$ cat config.mk
export PLATFORM = sky130hd
export DESIGN_NAME = anton_neopixel_pixel_serializer_flat
export DESIGN_NICKNAME = d
export VERILOG_FILES = /design/src/rtl/anton_neopixel_pixel_serializer_pkg.sv /design/src/rtl/anton_neopixel_pixel_serializer_if.sv /design/src/rtl/anton_neopixel_pixel_fetch.sv /design/src/rtl/anton_neopixel_pixel_serializer.sv /design/src/flat_wrapper.sv
export SDC_FILE = /design/constraint.sdc
export NUM_CORES = 1
export LEC_CHECK = 0
export CAP_MARGIN = 5
export CORE_UTILIZATION = 50
export DETAILED_ROUTE_END_ITERATION = 10
export GPL_TIMING_DRIVEN = 0
export HOLD_SLACK_MARGIN = 0.05
export MAX_ROUTING_LAYER = met4
export PLACE_DENSITY = 0.79
export RECOVER_POWER = 100
export SYNTH_ARGS = -nofsm -noshare
export SYNTH_HDL_FRONTEND = slang
export SYNTH_SLANG_ARGS = --single-unit
$ cat constraint.sdc
create_clock -name clk7mhz -period 2.2 [get_ports clk7mhz]
set_input_delay 0.22 -clock clk7mhz [delete_from_list [all_inputs] [get_ports clk7mhz]]
set_output_delay 0.22 -clock clk7mhz [all_outputs]
set_load 0.005 [all_outputs]
$ cat src/rtl/anton_neopixel_pixel_serializer_pkg.sv
// Shared constants for the NeoPixel pixel serializer: fetch state encodings,
// default bit timings and the RGB332 to GRB expansion.
package anton_neopixel_pixel_serializer_pkg;

  localparam int BUFFER_END_DEFAULT = 255;
  localparam int T0H_STEPS_DEFAULT  = 2;
  localparam int T1H_STEPS_DEFAULT  = 5;

  localparam logic [1:0] ENUM_FETCH_IDLE = 2'd0;
  localparam logic [1:0] ENUM_FETCH_REQ  = 2'd1;
  localparam logic [1:0] ENUM_FETCH_DATA = 2'd2;
  localparam logic [1:0] ENUM_FETCH_DONE = 2'd3;

  // RRRGGGBB -> {G,R,B}, each channel widened by repeating its top bits.
  function automatic logic [23:0] rgb332_to_grb(input logic [7:0] px);
    return {px[4:2], px[4:2], px[4:3],
            px[7:5], px[7:5], px[7:6],
            px[1:0], px[1:0], px[1:0], px[1:0]};
  endfunction

endpackage

$ cat src/rtl/anton_neopixel_pixel_serializer_if.sv
// Request/grant read port between the serializer and the pixel buffer.
interface anton_neopixel_pixel_serializer_if #(
  parameter int ADDR_BITS = 8
) ();
  logic                 buf_req;
  logic [ADDR_BITS-1:0] buf_addr;
  logic                 buf_gnt;
  logic [7:0]           buf_data;

  modport master (output buf_req, buf_addr, input buf_gnt, buf_data);
  modport slave  (input buf_req, buf_addr, output buf_gnt, buf_data);
endinterface

$ cat src/rtl/anton_neopixel_pixel_fetch.sv
// Prefetches the next pixel into a shadow register over the buffer read port,
// assembling one RGB332 byte or three GRB bytes into 24-bit GRB.
module anton_neopixel_pixel_fetch
  import anton_neopixel_pixel_serializer_pkg::*;
#(
  parameter int BUFFER_BITS = 8
) (
  input  logic                   clk7mhz,
  input  logic                   rstn,
  input  logic                   stream_output,
  input  logic                   stream_reset,
  input  logic [BUFFER_BITS-1:0] pixel_index,
  input  logic [BUFFER_BITS-1:0] pixel_index_max,
  input  logic                   reg_ctrl_32bit,
  input  logic                   consume,
  anton_neopixel_pixel_serializer_if.master bus,
  output logic [23:0]            shadow,
  output logic                   shadow_valid
);

  logic [1:0]             state;
  logic [1:0]             beat;
  logic [BUFFER_BITS-1:0] key;
  logic [BUFFER_BITS-1:0] next_index;
  logic [BUFFER_BITS-1:0] target;
  logic                   abort;
  logic                   last_beat;

  // NOTE: every always_comb output gets a default first so no path leaves it unassigned (no latch).
  always_comb begin
    key = reg_ctrl_32bit ? (pixel_index | BUFFER_BITS'(3)) : pixel_index;
    if (key == pixel_index_max) next_index = '0;
    else next_index = pixel_index + (reg_ctrl_32bit ? BUFFER_BITS'(4) : BUFFER_BITS'(1));
    target = stream_output ? next_index : pixel_index;
    if (reg_ctrl_32bit) target[1:0] = 2'b00;
  end

  // A load that finds no valid pixel restarts the fetch so it targets the new next pixel.
  assign abort     = (!stream_output && !stream_reset) || (consume && !shadow_valid);
  assign last_beat = !reg_ctrl_32bit || (beat == 2'd2);
  assign bus.buf_req = (state == ENUM_FETCH_REQ);

  // NOTE: sequential state uses non-blocking assignments so all flops update together at the edge.
  always_ff @(posedge clk7mhz or negedge rstn) begin
    if (!rstn) begin
      state        <= ENUM_FETCH_IDLE;
      beat         <= 2'd0;
      bus.buf_addr <= '0;
      shadow       <= '0;
      shadow_valid <= 1'b0;
    end else if (abort) begin
      state        <= ENUM_FETCH_IDLE;
      shadow_valid <= 1'b0;
    end else begin
      if (consume) shadow_valid <= 1'b0;
      case (state)
        ENUM_FETCH_IDLE: begin
          if (!shadow_valid) begin
            state        <= ENUM_FETCH_REQ;
            beat         <= 2'd0;
            bus.buf_addr <= target;
          end
        end
        ENUM_FETCH_REQ: begin
          if (bus.buf_gnt) state <= ENUM_FETCH_DATA;
        end
        ENUM_FETCH_DATA: begin
          if (!reg_ctrl_32bit) begin
            shadow <= rgb332_to_grb(bus.buf_data);
          end else begin
            case (beat)
              2'd0:    shadow[23:16] <= bus.buf_data;
              2'd1:    shadow[15:8]  <= bus.buf_data;
              default: shadow[7:0]   <= bus.buf_data;
            endcase
          end
          if (last_beat) begin
            state        <= ENUM_FETCH_DONE;
            shadow_valid <= 1'b1;
          end else begin
            beat         <= beat + 2'd1;
            bus.buf_addr <= bus.buf_addr + BUFFER_BITS'(1);
            state        <= ENUM_FETCH_REQ;
          end
        end
        default: state <= ENUM_FETCH_IDLE;
      endcase
    end
  end

endmodule

$ cat src/rtl/anton_neopixel_pixel_serializer.sv
// Loads prefetched pixels into the active register and shapes each bit's
// high time on the NeoPixel line; flags underruns.
module anton_neopixel_pixel_serializer
  import anton_neopixel_pixel_serializer_pkg::*;
#(
  parameter int BUFFER_END  = BUFFER_END_DEFAULT,
  parameter int T0H_STEPS   = T0H_STEPS_DEFAULT,
  parameter int T1H_STEPS   = T1H_STEPS_DEFAULT,
  localparam int BUFFER_BITS = $clog2(BUFFER_END + 1)
) (
  input  logic                   clk7mhz,
  input  logic                   rstn,
  input  logic                   stream_output,
  input  logic                   stream_reset,
  input  logic                   stream_bit_of,
  input  logic [2:0]             bit_pattern_index,
  input  logic [4:0]             pixel_bit_index,
  input  logic [BUFFER_BITS-1:0] pixel_index,
  input  logic [BUFFER_BITS-1:0] pixel_index_max,
  input  logic                   reg_ctrl_32bit,
  input  logic                   underrun_clr,
  anton_neopixel_pixel_serializer_if.master bus,
  output logic                   neo_data,
  output logic                   underrun
);

  logic [23:0] shadow;
  logic        shadow_valid;
  logic [23:0] active;
  logic [23:0] load_pixel;
  logic [23:0] src;
  logic        output_q;
  logic        start;
  logic        load;
  logic        bit_value;
  logic [3:0]  high_steps;

  anton_neopixel_pixel_fetch #(.BUFFER_BITS(BUFFER_BITS)) u_fetch (
    .clk7mhz         (clk7mhz),
    .rstn            (rstn),
    .stream_output   (stream_output),
    .stream_reset    (stream_reset),
    .pixel_index     (pixel_index),
    .pixel_index_max (pixel_index_max),
    .reg_ctrl_32bit  (reg_ctrl_32bit),
    .consume         (load),
    .bus             (bus),
    .shadow          (shadow),
    .shadow_valid    (shadow_valid)
  );

  assign start      = stream_output && !output_q;
  assign load       = start || stream_bit_of;
  assign load_pixel = shadow_valid ? shadow : 24'd0;
  // On the start cycle the active register is not loaded yet, so bypass it.
  assign src        = start ? load_pixel : active;
  assign bit_value  = src[5'd23 - pixel_bit_index];
  assign high_steps = bit_value ? 4'(T1H_STEPS) : 4'(T0H_STEPS);

  always_ff @(posedge clk7mhz or negedge rstn) begin
    if (!rstn) begin
      output_q <= 1'b0;
      active   <= '0;
      underrun <= 1'b0;
      neo_data <= 1'b0;
    end else begin
      output_q <= stream_output;
      if (load) active <= load_pixel;
      if (load && !shadow_valid) underrun <= 1'b1;
      else if (underrun_clr)     underrun <= 1'b0;
      neo_data <= stream_output && ({1'b0, bit_pattern_index} < high_steps);
    end
  end

endmodule

$ cat src/flat_wrapper.sv
// flat-port wrapper written by rule: the top's interface ports become plain ports
module anton_neopixel_pixel_serializer_flat import anton_neopixel_pixel_serializer_pkg::*;
#(
  parameter int BUFFER_END  = BUFFER_END_DEFAULT,
  parameter int T0H_STEPS   = T0H_STEPS_DEFAULT,
  parameter int T1H_STEPS   = T1H_STEPS_DEFAULT,
  localparam int BUFFER_BITS = $clog2(BUFFER_END + 1)
)
  (clk7mhz, rstn, stream_output, stream_reset, stream_bit_of, bit_pattern_index, pixel_bit_index, pixel_index, pixel_index_max, reg_ctrl_32bit, underrun_clr, neo_data, underrun, bus_buf_req, bus_buf_addr, bus_buf_gnt, bus_buf_data);
  anton_neopixel_pixel_serializer_if #(.ADDR_BITS(8)) bus_i ();
  input  logic clk7mhz;
  input  logic rstn;
  input  logic stream_output;
  input  logic stream_reset;
  input  logic stream_bit_of;
  input  logic [2:0] bit_pattern_index;
  input  logic [4:0] pixel_bit_index;
  input  logic [BUFFER_BITS-1:0] pixel_index;
  input  logic [BUFFER_BITS-1:0] pixel_index_max;
  input  logic reg_ctrl_32bit;
  input  logic underrun_clr;
  output logic neo_data;
  output logic underrun;
  output wire logic [$bits(bus_i.buf_req)-1:0] bus_buf_req;
  output wire logic [$bits(bus_i.buf_addr)-1:0] bus_buf_addr;
  input wire logic [$bits(bus_i.buf_gnt)-1:0] bus_buf_gnt;
  input wire logic [$bits(bus_i.buf_data)-1:0] bus_buf_data;
  assign bus_buf_req = bus_i.buf_req;
  assign bus_buf_addr = bus_i.buf_addr;
  assign bus_i.buf_gnt = bus_buf_gnt;
  assign bus_i.buf_data = bus_buf_data;
  anton_neopixel_pixel_serializer #(.BUFFER_END(BUFFER_END), .T0H_STEPS(T0H_STEPS), .T1H_STEPS(T1H_STEPS)) u_core (.clk7mhz(clk7mhz), .rstn(rstn), .stream_output(stream_output), .stream_reset(stream_reset), .stream_bit_of(stream_bit_of), .bit_pattern_index(bit_pattern_index), .pixel_bit_index(pixel_bit_index), .pixel_index(pixel_index), .pixel_index_max(pixel_index_max), .reg_ctrl_32bit(reg_ctrl_32bit), .underrun_clr(underrun_clr), .bus(bus_i), .neo_data(neo_data), .underrun(underrun));
endmodule
==> results of run 1 <==
-- cells by family after synthesis --
group | synth area share, %
AND/OR/NAND/NOR | 15.7
flip-flops | 44.3
AO/OA/AOI/OAI | 11.1
multiplexers | 18.5
buffers and inverters | 3.57
XOR/XNOR | 3.39
adder cells (fa/ha/maj) | 3.46
-- registers in the layout, indices dropped and copies added, names as in the netlist --
| register | flops |
|---|---|
| u_core.active | 24 |
| u_core.neo_data | 1 |
| u_core.output_q | 1 |
| u_core.u_fetch.beat | 2 |
| u_core.u_fetch.bus.buf_addr | 8 |
| u_core.u_fetch.shadow | 24 |
| u_core.u_fetch.shadow_valid | 1 |
| u_core.u_fetch.state | 2 |
| u_core.underrun | 1 |
-- area by class of cell --
cell class	instances	area, um^2
repair buffers	67	651
clock buffers	9	124
well taps	96	120
clock inverters	7	48.8
multi-input cells	247	1970
inverters	14	52.6
flip-flops and latches	64	1600
plain buffers	16	121
fillers	511	2180
-- layout by cell type, fill, tap and decap left out, drive strengths merged, types with 6 or more instances in the layout --
cell	instances
mux2	31
clkbuf	19
dlygate4sd3	12
xnor2	12
dfrtp	64
buf	24
nor2	30
nand2	34
o21ai	16
clkdlybuf4s50	36
mux4	12
a31oi	22
and2	22
ha	10
nor3	6
inv	14
-- synthesized netlist by cell type (2+ instances only) --
cell type	instances	share of area, %
a21oi_1	5	0.69
nand2_1	34	3.5
nand3_1	3	0.42
o21ai_0	16	2.2
or3_1	2	0.35
mux2_2	31	9.7
and3_1	3	0.52
nor3_1	5	0.69
ha_1	10	3.5
a31oi_1	22	3.8
mux2i_1	5	1.4
o221ai_1	2	0.48
inv_1	14	1.5
buf_2	7	0.97
nor3b_1	2	0.42
xor2_1	2	0.48
dfrtp_1	64	44
a32oi_1	2	0.48
mux4_2	12	7.5
nand2b_1	3	0.52
xnor2_1	12	2.9
o32a_1	3	0.83
and2_1	22	3.8
nand4_1	3	0.52
o22ai_1	2	0.35
nor2_1	29	3.0
nor2b_1	4	0.69
clkbuf_1	7	0.73
-- metrics by stage --
step	cells	utilization (%)	instance area (um^2)	hold slack (ns)	worst slack, ns
after floorplan	341	-	3620	-0.0756	-0.196
after global placement	486	61.6	4230	0.464	-1.18
after detailed placement	486	61.5	4230	0.371	-1.13
after CTS	519	67.8	4650	0.376	-0.422
after global routing	520	68.3	4690	0.392	-0.515
final	520	68.3	4690	0.379	-0.406
-- repair_timing --
action	4_1_cts	5_1_grt
gates cloned	1	0
hold buffers	1	0
endpoints found under the setup margin	9	24
buffers inserted	15	1
endpoints found under the hold margin	64	0
pin swaps	9	5
resized for setup	28	13
-- path summary, 6_finish.rpt --
| kind | end | cells after the start | slack [ns] |
|---|---|---|---|
| max in group asynchronous | u_core.u_fetch.shadow_valid$_DFF_PN0_ | 2 | 0.34 |
| max reg2reg | u_core.neo_data$_DFF_PN0_ | 10 | -0.41 |
| min | u_core.output_q$_DFF_PN0_ | 1 | 0.38 |
| min reg2reg | u_core.active[19]$_DFFE_PN0P_ | 2 | 0.48 |
| max | u_core.neo_data$_DFF_PN0_ | 10 | -0.41 |
| min in group asynchronous | u_core.active[3]$_DFFE_PN0P_ | 2 | 0.82 |
-- per-layer routing --
metal	global-route usage, %	share of wire, %	up-vias
li1	-	-	1384
met1	31.6	42	1438
met2	46.5	52	84
met3	4.08	3.2	24
met4	13.3	2.8	0
met5	-	0	-
-- power groups by stage --
stage          Combinational (mW)  Sequential (mW)  Clock, mW
2_1_floorplan               0.280             1.40          0
5_1_grt                     0.630             1.43      0.956
4_1_cts                     0.574             1.41      0.898
6_report                    0.564             1.42      0.891
3_5_place_dp                0.532             1.43          0
3_3_place_gp                0.513             1.43          0
-- worst max-delay path, cell delays in order, from the launching register on --
cell      delay (ns)
dfrtp_2         0.46
clkbuf_8        0.17
and2_4          0.14
mux4_2          0.48
mux2i_2         0.21
a32oi_1         0.13
nand4_1         0.18
inv_1           0.07
ha_2            0.17
or4_4           0.41
o32ai_2         0.10
==> impl_metrics.toml, run 1 <==
[power]
p_leak_nw = 2.07
sw_frac_of_total_pct = 29.8
p_per_area_mw_per_mm2 = 612
clkPwrFrac_pct = 31.0
p_sw_mw = 0.854
ir_drop_mv = 0.366
internal-power_mw = 2.02
p_seq_share_pct = 49.3
combPwrFrac_pct = 19.7
p_total_mw = 2.87

[clock_network]
htreeDepth = 3
clkTransAtPathRegs_ns = 0.08
cts_made_buffers = 9
insertion_delay_ns = 0.35
cts_root_buf = "clkbuf_8"
tritoncts = "built"
cts.sinks = 64
cts_buffer_depth = 2

[synthesis]
synthCells = 341
ys_async_sr_fraction_pct = 100
synth_flop_cell = "dfrtp_1"
synth_seq_cells = 64
yosys.cell_types.count = 43
ys.warnings.count = 0
ys_seq_area_share_pct = 44.3
synth_area_per_cell_um2 = 10.6
synth_edf_count = 0
syn_area_mm2 = 0.00361
syn_nets = 391

[routing]
route.antenna.remaining_nets = 0
drc = 0
drt-initial-drc-count = 212
post_drt_wl_per_cell_um = 17.1
routed_wl_um = 8890
num_vias = 2930
via_per_inst = 5.63
first_pass_iters = 4

[timing]
post-route-period-util_pct = 118
fin_crit_ns = 2.61
maxSlewViolCount = 65
finalSetupTns_ns = -8.42
setup_viol = 50
layout_setup_ws_ns = -0.406
tightest_slew_ns = 1.57
finClkSkew_ns = 0.00846
slew_headroom_pct = -4.79
hold_viol_final = 0
rsz0062_at_grt = "true"
fmax_ghz = 0.384

[worst_hold_path]
min_path_type = "input port to flop"
hold_start = "stream_output"

[global_routing]
grt_pass1_wl_um = 15000
grt.overflow.total = 0
grt_max_degree = 65
grt_pass1_vias = 3127
antenna_found_initial = 0
grtUsageTotal_pct = 27.3

[place]
dpl.hpwl_um = 6290
io_buffer_count = 49
gp_congestion = 0.877

[setup_path]
end_kind = "flop"
critPathKind = "flop to flop"
critPathLaunch = "u_core.u_fetch.shadow_valid$_DFF_PN0_"
arrival_ns = 2.86
crit_fanout = 5
cp.required_ns = 2.46
start_kind = "flop"
reg2reg_from = "u_core.u_fetch.shadow_valid$_DFF_PN0_"

[layout]
area_growth_syn_to_layout_pct = 29.7
final_nets = 469
num_antenna_cells = 0
drive_gt1_share_pct = 25.7

[floorplan]
dieHeight_um = 87.0
fp.dieW_um = 87.0
io_pins = 51
start_util_pct = 52.6
dieArea_mm2 = 0.00757
num_rows = 30
core_mm2 = 0.00687

[outcome]
violations = "max-capacitance violations, max-slew violations, negative setup slack"
status = "complete, but fails checks"

[flow_run]
drv_cap = 1
Note: power is estimated with default switching activity, not from simulation.
==> run 2: changes to the inputs <==
==> constraint.sdc (replaced) <==
create_clock -name clk7mhz -period 2.2 [get_ports clk7mhz]
set_input_delay 0.33 -clock clk7mhz [delete_from_list [all_inputs] [get_ports clk7mhz]]
set_output_delay 0.33 -clock clk7mhz [all_outputs]
set_load 0.005 [all_outputs]
==> run 2 against run 1 <==
The run still ends with max-capacitance violations, max-slew violations, negative setup slack left. Via count shrank 0.14%. Global-route usage shrank 1.4 points. Non-clock buffer count shrank 8. Critical path depth is the same. Register-to-register slack lost 0.03 ns. Largest power group unchanged. Clock power grew 25%. Sequential power is essentially flat. Largest cell class unchanged. First-iteration DRC count shrank 4.2%. Final cell count shrank 1.5%. Critical path type unchanged. Wire length shrank 3.9%. Die area is the same.
==> impl_metrics.toml, run 2 (synthesized netlist as in run 1, its figures left out) <==
[clock_network]
cts.sinks = 64
tritoncts = "built"
cts_buffer_depth = 2
htreeDepth = 3
cts_root_buf = "clkbuf_8"
cts_made_buffers = 9
insertion_delay_ns = 0.34
hold_buffers = 0
clkTransAtPathRegs_ns = 0.07

[outcome]
violations = "max-capacitance violations, max-slew violations, negative setup slack"
status = "complete, but fails checks"

[setup_path]
crit_chain = "clkbuf_8 -> and2_4 -> mux4_2 -> mux2i_2 -> a32oi_1 -> nand4_1 -> inv_1 -> ha_2 -> or4_4 -> o32ai_2"
end_kind = "flop"
critPathLaunch = "u_core.u_fetch.shadow_valid$_DFF_PN0_"
crit_fanout = 10
start_kind = "flop"
timing.critical_path.buf_inv = 2
cp_slowest_cell = "mux4_2"
reg2reg_from = "u_core.u_fetch.shadow_valid$_DFF_PN0_"
max_stage_delay_ns = 0.47
critPathKind = "flop to flop"
cp.required_ns = 2.46
r2r_setup_slack_ns = -0.43
crit_family = "simple AND/OR/NAND/NOR gates"
arrival_ns = 2.89

[timing]
layout_setup_ws_ns = -0.433
maxSlewViolCount = 65
fmax_ghz = 0.380
slew_headroom_pct = -5.35
post-route-period-util_pct = 120
fin_crit_ns = 2.63
setup_viol = 41
tightest_slew_ns = 1.58
finClkSkew_ns = 0.00823
rsz0062_at_grt = "true"
hold_viol_final = 0

[floorplan]
dieHeight_um = 87.0
core_mm2 = 0.00687
start_util_pct = 52.6
num_rows = 30
dieArea_mm2 = 0.00757
fp.dieW_um = 87.0
io_pins = 51

[routing]
num_vias = 2926
post_drt_wl_per_cell_um = 16.7
via_per_inst = 5.71
route.antenna.remaining_nets = 0
drc = 0
first_pass_iters = 4
routed_wl_um = 8540
drt-initial-drc-count = 203

[global_routing]
antenna_found_initial = 0
met1_usage_pct = 32.3
grt_use_met2_pct = 42.2
grt.busiest_layer = "met2"
grt_pass1_wl_um = 14200
grtUsageTotal_pct = 25.9
grt.overflow.total = 0
grt_max_degree = 65
grt_use_met3_pct = 3.89
grt_pass1_vias = 2907

[place]
placed_area_mm2 = 0.00423
io_buffer_count = 49
gp_congestion = 0.913
dp.cells = 486
dpl.hpwl_um = 6010

[layout]
layoutNonFillerInstCount = 512
mostFrequentLayoutCell = "dfrtp_1"
num_antenna_cells = 0
nFillCells = 526
final_cell_mix = "dfrtp_1, nand2_1, clkdlybuf4s50_1"
finish.instance_area_mm2 = 0.00462
area_growth_syn_to_layout_pct = 27.8
drive_gt1_share_pct = 22.4
largest_registers = "u_core.active x24, u_core.u_fetch.shadow x24, u_core.u_fetch.bus.buf_addr x8"
final_nets = 461

[power]
p_leak_nw = 2.04
p_per_area_mw_per_mm2 = 665
ir_drop_mv = 0.418

[worst_hold_path]
hold_start = "stream_output"
min_path_type = "input port to flop"

[flow_run]
drv_cap = 1
-- run 2: cell types whose count changed in the layout (fill, tap and decap cells not counted), sizes merged --
cell           delta
clkinv            -2
clkdlybuf4s25     +1
dlygate4sd3       -1
dlygate4sd2       +1
clkdlybuf4s50     -2
bufinv            +2
clkinvlp          -4
buf               -7
clkbuf            +4
-- run 2: path summary, 6_finish.rpt --
check,to,cells past startpoint
max in group asynchronous,u_core.u_fetch.shadow_valid$_DFF_PN0_,1
worst min register to register,u_core.active[17]$_DFFE_PN0P_,2
worst max register to register,u_core.neo_data$_DFF_PN0_,10
worst min-delay path,u_core.output_q$_DFF_PN0_,1
min in group asynchronous,u_core.neo_data$_DFF_PN0_,1
worst max-delay path,u_core.neo_data$_DFF_PN0_,10
-- run 2: power by group --
group	switching [mW]	leakage, nW	internal [mW]
clock	0.445	0.108	0.669
combinational	0.252	1.08	0.289
sequential	0.104	0.850	1.31
-- run 2: metrics by stage --
step | utilization [%] | hold slack, ns | power (mW) | TNS, ns | setup slack (ns)
finish | 67.2 | 0.233 | 3.07 | -5.14 | -0.433
global route | 67.2 | 0.236 | 3.22 | -11.01 | -0.557
CTS | 67.4 | 0.115 | 3.09 | -0.437 | -0.437
detailed placement | 61.6 | 0.473 | 1.96 | -22.78 | -1.13
global placement | 61.6 | 0.464 | 1.94 | -100.87 | -1.25
floorplan | - | 0.0344 | 1.68 | -0.195 | -0.195
-- run 2: area by class of cell --
cell class	instances	area, um^2	area share, %
repair buffers	59	583	12.6
flip-flops and latches	64	1600	34.7
multi-input cells	247	1930	41.7
inverters	14	52.6	1.14
plain buffers	16	120	2.60
clock inverters	3	65.1	1.41
well taps	96	120	2.60
clock buffers	13	149	3.22
-- run 2: metal layers --
metal | wire length, um | share of wire [%]
met4 | 183 | 2.1
met1 | 3610 | 42
met2 | 4280 | 50
met5 | 0 | 0
met3 | 473 | 5.5
-- run 2: what timing repair did --
| item | in CTS | in global routing |
|---|---|---|
| endpoints found under the hold margin | 0 | 0 |
| pin swaps | 5 | 2 |
| buffers inserted | 8 | 0 |
| cloned | 2 | 0 |
| endpoints found under the setup margin | 23 | 16 |
| resized for setup | 28 | 9 |
